--- src/rtl/fifo_pkg.sv ---
// Types and Gray-code helpers shared by the async FIFO read- and write-side controllers.
// Helpers work on a wide pointer; callers zero-extend their (A+1)-bit pointer and truncate the result.
package fifo_pkg;

    localparam int FIFO_DATA_SIZE_DEF = 3;
    localparam int FIFO_ADDR_SIZE_DEF = 2;
    localparam int PTR_MAX_W          = 16;

    typedef logic [FIFO_ADDR_SIZE_DEF:0] ptr_t;
    typedef logic [PTR_MAX_W-1:0]        ptr_wide_t;
    typedef logic [1:0]                  occ_t;

    function automatic ptr_wide_t bin2gray(input ptr_wide_t bin);
        return bin ^ (bin >> 1);
    endfunction

    // Upper bits of a zero-extended Gray value are zero, so the prefix XOR stays exact.
    function automatic ptr_wide_t gray2bin(input ptr_wide_t gray);
        ptr_wide_t bin;
        bin[PTR_MAX_W-1] = gray[PTR_MAX_W-1];
        for (int i = PTR_MAX_W - 2; i >= 0; i--) begin
            bin[i] = bin[i+1] ^ gray[i];
        end
        return bin;
    endfunction

endpackage

--- src/rtl/fifo_skid_buf.sv ---
// Two-entry FIFO-ordered skid buffer: the head register drives the stream, the tail absorbs
// the word already in flight from the RAM when the consumer stalls.
module fifo_skid_buf
    import fifo_pkg::*;
#(
    parameter int D = FIFO_DATA_SIZE_DEF
) (
    input  logic         clk_r,
    input  logic         rst_r,
    input  logic         push,
    input  logic [D-1:0] push_data,
    input  logic         pop,
    output logic [D-1:0] head_data,
    output occ_t         occ
);

    logic [D-1:0] tail_data;

    // NOTE: the data registers are reset as well so the stream reads 0 after reset.
    always_ff @(posedge clk_r or posedge rst_r) begin
        if (rst_r) begin
            occ       <= '0;
            head_data <= '0;
            tail_data <= '0;
        end else begin
            case ({push, pop})
                2'b10: begin
                    if (occ == 2'd0) head_data <= push_data;
                    else             tail_data <= push_data;
                    occ <= occ + 2'd1;
                end
                2'b01: begin
                    if (occ == 2'd2) head_data <= tail_data;
                    occ <= occ - 2'd1;
                end
                2'b11: begin
                    // Occupancy unchanged; the new word lands behind whatever remains.
                    if (occ == 2'd2) begin
                        head_data <= tail_data;
                        tail_data <= push_data;
                    end else begin
                        head_data <= push_data;
                    end
                end
                default: ;
            endcase
        end
    end

    a_no_overflow: assert property (@(posedge clk_r) disable iff (rst_r)
        !(push && !pop && occ == 2'd2));

endmodule

--- src/rtl/fifo_read_ctrl.sv ---
// Read-side controller of the async FIFO: read pointer, registered empty, RAM read issue and a
// valid/ready output stream. Define FIFO_RD_LEVEL_EN to add the registered rd_level output.
module fifo_read_ctrl
    import fifo_pkg::*;
#(
    parameter int FIFO_data_size = FIFO_DATA_SIZE_DEF,
    parameter int FIFO_addr_size = FIFO_ADDR_SIZE_DEF
) (
    input  logic                      clk_r,
    input  logic                      rst_r,
    input  logic [FIFO_addr_size:0]   w_ptr_gray_s,
    output logic [FIFO_addr_size:0]   r_ptr_gray,
    output logic                      r_en,
    output logic [FIFO_addr_size-1:0] r_addr,
    output logic                      empty,
    input  logic [FIFO_data_size-1:0] ram_data,
    output logic [FIFO_data_size-1:0] m_data,
    output logic                      m_valid,
    input  logic                      m_ready
`ifdef FIFO_RD_LEVEL_EN
    ,
    output logic [FIFO_addr_size:0]   rd_level
`endif
);

    localparam int A = FIFO_addr_size;
    localparam int D = FIFO_data_size;

    typedef logic [A:0] rptr_t;

    rptr_t      r_ptr_bin;
    rptr_t      r_ptr_bin_next;
    rptr_t      r_ptr_gray_next;
    logic       inflight;
    logic       pop;
    occ_t       occ;
    logic [2:0] level;

    assign pop    = m_valid && m_ready;
    assign r_addr = r_ptr_bin[A-1:0];

    // Words the skid buffer will hold after this edge must leave room for a new read.
    // NOTE: every signal gets a default first so no latch can be inferred.
    always_comb begin
        level           = {1'b0, occ} + 3'(inflight) - 3'(pop);
        r_en            = !empty && (level < 3'd2);
        r_ptr_bin_next  = r_ptr_bin + rptr_t'(r_en);
        r_ptr_gray_next = rptr_t'(bin2gray(ptr_wide_t'(r_ptr_bin_next)));
    end

    // NOTE: sequential state uses non-blocking assignments only.
    always_ff @(posedge clk_r or posedge rst_r) begin
        if (rst_r) begin
            r_ptr_bin  <= '0;
            r_ptr_gray <= '0;
            empty      <= 1'b1;
            inflight   <= 1'b0;
        end else begin
            r_ptr_bin  <= r_ptr_bin_next;
            r_ptr_gray <= r_ptr_gray_next;
            empty      <= (r_ptr_gray_next == w_ptr_gray_s);
            inflight   <= r_en;
        end
    end

    // The RAM drives valid data only in the cycle after a read, which is exactly when inflight is set.
    fifo_skid_buf #(
        .D(D)
    ) u_skid (
        .clk_r     (clk_r),
        .rst_r     (rst_r),
        .push      (inflight),
        .push_data (ram_data),
        .pop       (pop),
        .head_data (m_data),
        .occ       (occ)
    );

    assign m_valid = (occ != 2'd0);

`ifdef FIFO_RD_LEVEL_EN
    rptr_t w_ptr_bin_s;

    assign w_ptr_bin_s = rptr_t'(gray2bin(ptr_wide_t'(w_ptr_gray_s)));

    // Words still in the RAM, measured against the pointer value this edge commits.
    always_ff @(posedge clk_r or posedge rst_r) begin
        if (rst_r) rd_level <= '0;
        else       rd_level <= w_ptr_bin_s - r_ptr_bin_next;
    end
`endif

endmodule
--- config.mk ---
export PLATFORM = sky130hd
export DESIGN_NAME = fifo_read_ctrl
export DESIGN_NICKNAME = d
export VERILOG_FILES = /design/src/rtl/fifo_pkg.sv /design/src/rtl/fifo_skid_buf.sv /design/src/rtl/fifo_read_ctrl.sv
export SDC_FILE = /design/constraint.sdc
export NUM_CORES = 1
export LEC_CHECK = 0
export CORE_MARGIN = 2
export CORE_UTILIZATION = 48
export CTS_BUF_LIST = sky130_fd_sc_hd__clkbuf_16
export DETAILED_ROUTE_END_ITERATION = 8
export GPL_ROUTABILITY_DRIVEN = 0
export PLACE_DENSITY_LB_ADDON = 0.2
export SLEW_MARGIN = 20
export SYNTH_ARGS = -nofsm -noshare
export SYNTH_HDL_FRONTEND = slang
export SYNTH_SLANG_ARGS = --single-unit
--- constraint.sdc ---
create_clock -name clk_r -period 3.48 [get_ports clk_r]
set_input_delay 0.348 -clock clk_r [delete_from_list [all_inputs] [get_ports clk_r]]
set_output_delay 0.348 -clock clk_r [all_outputs]
set_load 0.005 [all_outputs]
==> impl_results.html <==
<table>
<tr><th>Metric</th><th>Value</th></tr>
<tr><th colspan="2">Clock network</th></tr>
<tr><td>Maximum level of the CTS H-tree</td><td>1</td></tr>
<tr><td>Number of buffers on the longest clock path</td><td>2</td></tr>
<tr><td>Buffer count from post-CTS setup fixing</td><td>0</td></tr>
<tr><td>Inserted Clock Buffers</td><td>3</td></tr>
<tr><td>Clock tree from TritonCTS</td><td>done</td></tr>
<tr><td>Root buffer cell</td><td>sky130_fd_sc_hd__clkbuf_16</td></tr>
<tr><td>Clock latency on the worst-skew pair</td><td>roughly 0.24 ns</td></tr>
<tr><td>Number of buffers inserted for hold repair after clock tree synthesis</td><td>0</td></tr>
<tr><td>Post-cts repair resize count</td><td>0</td></tr>
<tr><td>Number of clock sinks</td><td>15</td></tr>
<tr><td>Clock-pin slew on the worst setup and hold paths</td><td>approximately 0.050 ns</td></tr>
<tr><th colspan="2">Yosys</th></tr>
<tr><td>Multiplexer area fraction after synthesis</td><td>between 10% and 20%</td></tr>
<tr><td>Avg Synthesized Cell Area</td><td>11.86 µm²</td></tr>
<tr><td>Number of enable flip-flop cells after synthesis</td><td>0</td></tr>
<tr><td>Largest family of logic cells by synthesized area</td><td>simple AND/OR/NAND/NOR gates</td></tr>
<tr><td>Mapped Nets</td><td>83</td></tr>
<tr><td>Cell types occupying the most area after synthesis</td><td>sky130_fd_sc_hd__dfrtp_1 42%, sky130_fd_sc_hd__mux2_4 5.3%, sky130_fd_sc_hd__mux2i_1 4.8%, sky130_fd_sc_hd__xor2_1 4.2%, sky130_fd_sc_hd__dfstp_2 3.1%</td></tr>
<tr><td>Post-synthesis compound-gate area fraction</td><td>approximately 10%</td></tr>
<tr><td>Synth unique cells</td><td>32</td></tr>
<tr><td>Synthesized flop and latch total</td><td>15</td></tr>
<tr><td>Area fraction of the dominant cell type after synthesis</td><td>a little over two fifths</td></tr>
<tr><td>Post-synthesis share of cell area spent on xor and xnor gates</td><td>around 7.1%</td></tr>
<tr><td>Yosys warnings</td><td>0</td></tr>
<tr><td>Fraction of the yosys area taken by sequential cells</td><td>approximately 45%</td></tr>
<tr><td>Cell count after synthesis</td><td>between 70 and 80</td></tr>
<tr><td>Post-synthesis cell area</td><td>between 800 and 900 µm²</td></tr>
<tr><td>Most used flip-flop cell after synthesis</td><td>sky130_fd_sc_hd__dfrtp_1</td></tr>
<tr><td>Fraction of registers with async set or reset after synthesis</td><td>between 90% and 100%</td></tr>
<tr><td>Post-synthesis simple-gate area fraction</td><td>approximately 17%</td></tr>
<tr><td>Cell accounting for the most synthesized area</td><td>sky130_fd_sc_hd__dfrtp_1</td></tr>
<tr><td>Post-synthesis adder-cell area fraction</td><td>about 5.3%</td></tr>
<tr><th colspan="2">Layout</th></tr>
<tr><td>Final Instance Count excl. Fillers</td><td>between 100 and 150</td></tr>
<tr><td>Nets@finish</td><td>104</td></tr>
<tr><td>Fill cell instance count of the final layout</td><td>approximately 140</td></tr>
<tr><td>Synth-to-layout area growth</td><td>31.35%</td></tr>
<tr><td>Fraction of layout cells with a size suffix above 1</td><td>between 15 and 20%</td></tr>
<tr><td>Count of inserted antenna diode cells</td><td>0</td></tr>
<tr><th colspan="2">Drt</th></tr>
<tr><td>Post-detailed-route count of antenna-violating nets</td><td>0</td></tr>
<tr><td>Drt drc</td><td>0</td></tr>
<tr><td>Vias after detailed routing</td><td>between 500 and 600</td></tr>
<tr><td>Wire per inst</td><td>between 10 and 15 µm</td></tr>
<tr><td>Via density</td><td>5.315</td></tr>
<tr><td>Number of design-rule violations left by the first detailed-router iteration</td><td>16</td></tr>
<tr><td>Final routed wirelength across all metal layers</td><td>about 1.5 mm</td></tr>
<tr><td>Drt first pass iters</td><td>3</td></tr>
<tr><th colspan="2">Critical path</th></tr>
<tr><td>Critical path, cell by cell</td><td>nand2_1, mux2i_1, nand2_1, fa_1, xor2_1, nor3b_1, clkdlybuf4s50_1</td></tr>
<tr><td>Max incr delay on CP</td><td>0.58 ns</td></tr>
<tr><td>Sort of element at the start of the critical path</td><td>register</td></tr>
<tr><td>Master of the slowest instance on the critical path</td><td>sky130_fd_sc_hd__clkdlybuf4s50_1</td></tr>
<tr><td>Data required time of the worst path</td><td>between 3 and 4 ns</td></tr>
<tr><td>Worst Setup Path Type</td><td>register to output pin</td></tr>
<tr><td>Data arrival time of the critical path</td><td>2.78 ns</td></tr>
<tr><td>Length in cells of the worst reg-to-reg path</td><td>12</td></tr>
<tr><td>Worst-path fanout max</td><td>11</td></tr>
<tr><td>Worst Setup End Kind</td><td>output pin</td></tr>
<tr><td>Most repeated library cell on the critical path</td><td>sky130_fd_sc_hd__nand2_1</td></tr>
<tr><th colspan="2">GRT</th></tr>
<tr><td>Remaining global-route overflow</td><td>0</td></tr>
<tr><td>Pin count of the biggest net entering global routing</td><td>16</td></tr>
<tr><td>Initial antenna violation count</td><td>0</td></tr>
<tr><td>Vias in the first global route</td><td>529</td></tr>
<tr><td>GRT Overall Usage</td><td>16.00%</td></tr>
<tr><td>Global-route wire length before repair</td><td>about 2.4 mm</td></tr>
<tr><th colspan="2">Floorplan</th></tr>
<tr><td>Effective utilization at floorplan</td><td>between 40% and 50%</td></tr>
<tr><td>Io pins</td><td>20</td></tr>
<tr><td>Die Height</td><td>45.89 µm</td></tr>
<tr><td>Area of the die</td><td>between 2000 and 2500 µm²</td></tr>
<tr><td>Die X-Extent</td><td>~46 µm</td></tr>
<tr><td>Num rows</td><td>15</td></tr>
<tr><td>Placeable Area</td><td>~1700 µm²</td></tr>
<tr><th colspan="2">STA</th></tr>
<tr><td>Final slew viol count</td><td>0</td></tr>
<tr><td>Aggregate negative setup slack</td><td>0 ns</td></tr>
<tr><td>Post-Route Skew</td><td>a little under 0.001 ns</td></tr>
<tr><td>WHS</td><td>0.4633 ns</td></tr>
<tr><td>Final min period</td><td>roughly 3.1 ns</td></tr>
<tr><td>Hold violation count in the final report</td><td>0</td></tr>
<tr><td>Worst slew margin relative to its limit</td><td>between 60 and 70%</td></tr>
<tr><td>Finish-stage setup viols</td><td>0</td></tr>
<tr><td>Unrepaired setup endpoints after global routing</td><td>no</td></tr>
<tr><td>Actual slew at the worst max-slew pin</td><td>about 0.57 ns</td></tr>
<tr><td>Ratio of final minimum period to clock period</td><td>about nine tenths</td></tr>
<tr><td>Fmax</td><td>319.3 MHz</td></tr>
<tr><th colspan="2">Run</th></tr>
<tr><td>Max-Cap Viols</td><td>0</td></tr>
<tr><th colspan="2">Power and ir drop</th></tr>
<tr><td>Cell leakage power</td><td>0.4813 nW</td></tr>
<tr><td>Total power per unit cell area</td><td>1113 nW/µm²</td></tr>
<tr><td>Maximum ir drop on the vdd rail</td><td>around 980 µV</td></tr>
<tr><th colspan="2">Placed design</th></tr>
<tr><td>Detailed placer's ending HPWL</td><td>1.046 mm</td></tr>
<tr><td>Number of port buffers</td><td>19</td></tr>
<tr><td>Cells after DPL</td><td>roughly 100</td></tr>
<tr><th colspan="2">Status</th></tr>
<tr><td>Outcome</td><td>completed</td></tr>
<tr><th colspan="2">Min path</th></tr>
<tr><td>Hold WC Path Type</td><td>primary input to async pin</td></tr>
</table>
metrics by stage:
stage	setup slack (ns)	utilization [%]	cell area (µm²)	total power, mW
floorplan	0.8360	-	842.1	0.8087
global placement	0.4101	60.74	1026	0.9964
detailed placement	0.3086	60.74	1026	1.017
CTS	0.3433	65.48	1106	1.250
global route	0.1147	65.48	1106	1.336
finish	0.3486	65.48	1106	1.231
layout make-up:
class	instances	area (µm²)	share of cell area, %
repair buffers	20	197.7	17.87
clock inverters	1	5.005	0.4525
multi-input cells	48	415.4	37.56
flip-flops and latches	15	376.6	34.05
clock buffers	3	75.07	6.787
well taps	17	21.27	1.923
inverters	4	15.01	1.357
worst paths after layout:
kind | start | to | slack, ns
max | u_skid.occ[1]$_DFFE_PP0P_ | r_en | 0.35
min | rst_r | r_ptr_bin[2]$_DFF_PP0_ | 0.46
max reg2reg | u_skid.occ[1]$_DFFE_PP0P_ | empty$_DFF_PP1_ | 0.49
min reg2reg | u_skid.tail_data[1]$_DFFE_PP0P_ | u_skid.tail_data[1]$_DFFE_PP0P_ | 0.52
max in group asynchronous | rst_r | u_skid.occ[0]$_DFFE_PP0P_ | 2.64
min in group clk_r | u_skid.tail_data[1]$_DFFE_PP0P_ | u_skid.tail_data[1]$_DFFE_PP0P_ | 0.52
metal layers:
metal | track usage (%) | wire, µm | up-vias
li1 | - | - | 291
met1 | 21.84 | 665 | 271
met3 | 3.175 | 68 | 0
met5 | 0 | 0 | -
met4 | 5.143 | 0 | 0
met2 | 25.28 | 721 | 12
registers in the layout, summed over array words and instances (netlist names):
register          count
r_ptr_bin             3
u_skid.head_data      3
u_skid.occ            2
inflight              1
u_skid.tail_data      3
empty                 1
r_ptr_gray            2
placed cells by master (no fill, tap or decap), types with 2 or more instances in the layout:
cell	count
sky130_fd_sc_hd__ha_1	2
sky130_fd_sc_hd__nor2b_1	2
sky130_fd_sc_hd__xor2_1	4
sky130_fd_sc_hd__inv_1	4
sky130_fd_sc_hd__dfrtp_1	14
sky130_fd_sc_hd__clkbuf_16	3
sky130_fd_sc_hd__nand2_1	6
sky130_fd_sc_hd__nand4b_1	3
sky130_fd_sc_hd__a21oi_1	2
sky130_fd_sc_hd__o221a_1	2
sky130_fd_sc_hd__o22a_1	2
sky130_fd_sc_hd__mux2_4	3
sky130_fd_sc_hd__mux2i_1	4
sky130_fd_sc_hd__nor2_1	3
sky130_fd_sc_hd__clkdlybuf4s50_1	19
Yosys cell counts (2+ instances only):
cell,count
sky130_fd_sc_hd__mux2i_1,4
sky130_fd_sc_hd__nand4b_1,3
sky130_fd_sc_hd__inv_1,4
sky130_fd_sc_hd__dfrtp_1,14
sky130_fd_sc_hd__xor2_1,4
sky130_fd_sc_hd__nand2_1,6
sky130_fd_sc_hd__buf_6,2
sky130_fd_sc_hd__o221a_1,2
sky130_fd_sc_hd__o22a_1,2
sky130_fd_sc_hd__mux2_4,3
sky130_fd_sc_hd__nor2_1,3
sky130_fd_sc_hd__ha_1,2
sky130_fd_sc_hd__a21oi_1,2
sky130_fd_sc_hd__nor2b_1,2
critical path: cells and delay by family, from the launching register on:
kind,cells,cell delay (ns)
xor+xnor,1,0.15
fa+ha+maj,1,0.39
buf+inv,1,0.58
flops,1,0.56
mux,1,0.24
simple gates,3,0.62
logic make-up after synthesis:
kind of cell	count (synthesis)
muxes	7
AOI/OAI and AO/OA	10
xor gates and xnor gates	6
and+or+nand+nor	22
adders and majority gates	3
buffers and inverters	8
DFF	15
where the power goes:
group	leakage [nW]	total [mW]	internal [mW]	switching, mW
sequential	0.173	0.373	0.275	0.0982
clock	0.0409	0.220	0.153	0.0669
combinational	0.267	0.638	0.376	0.262
total	0.481	1.23	0.804	0.427
Power figures use the tool's default switching activity.
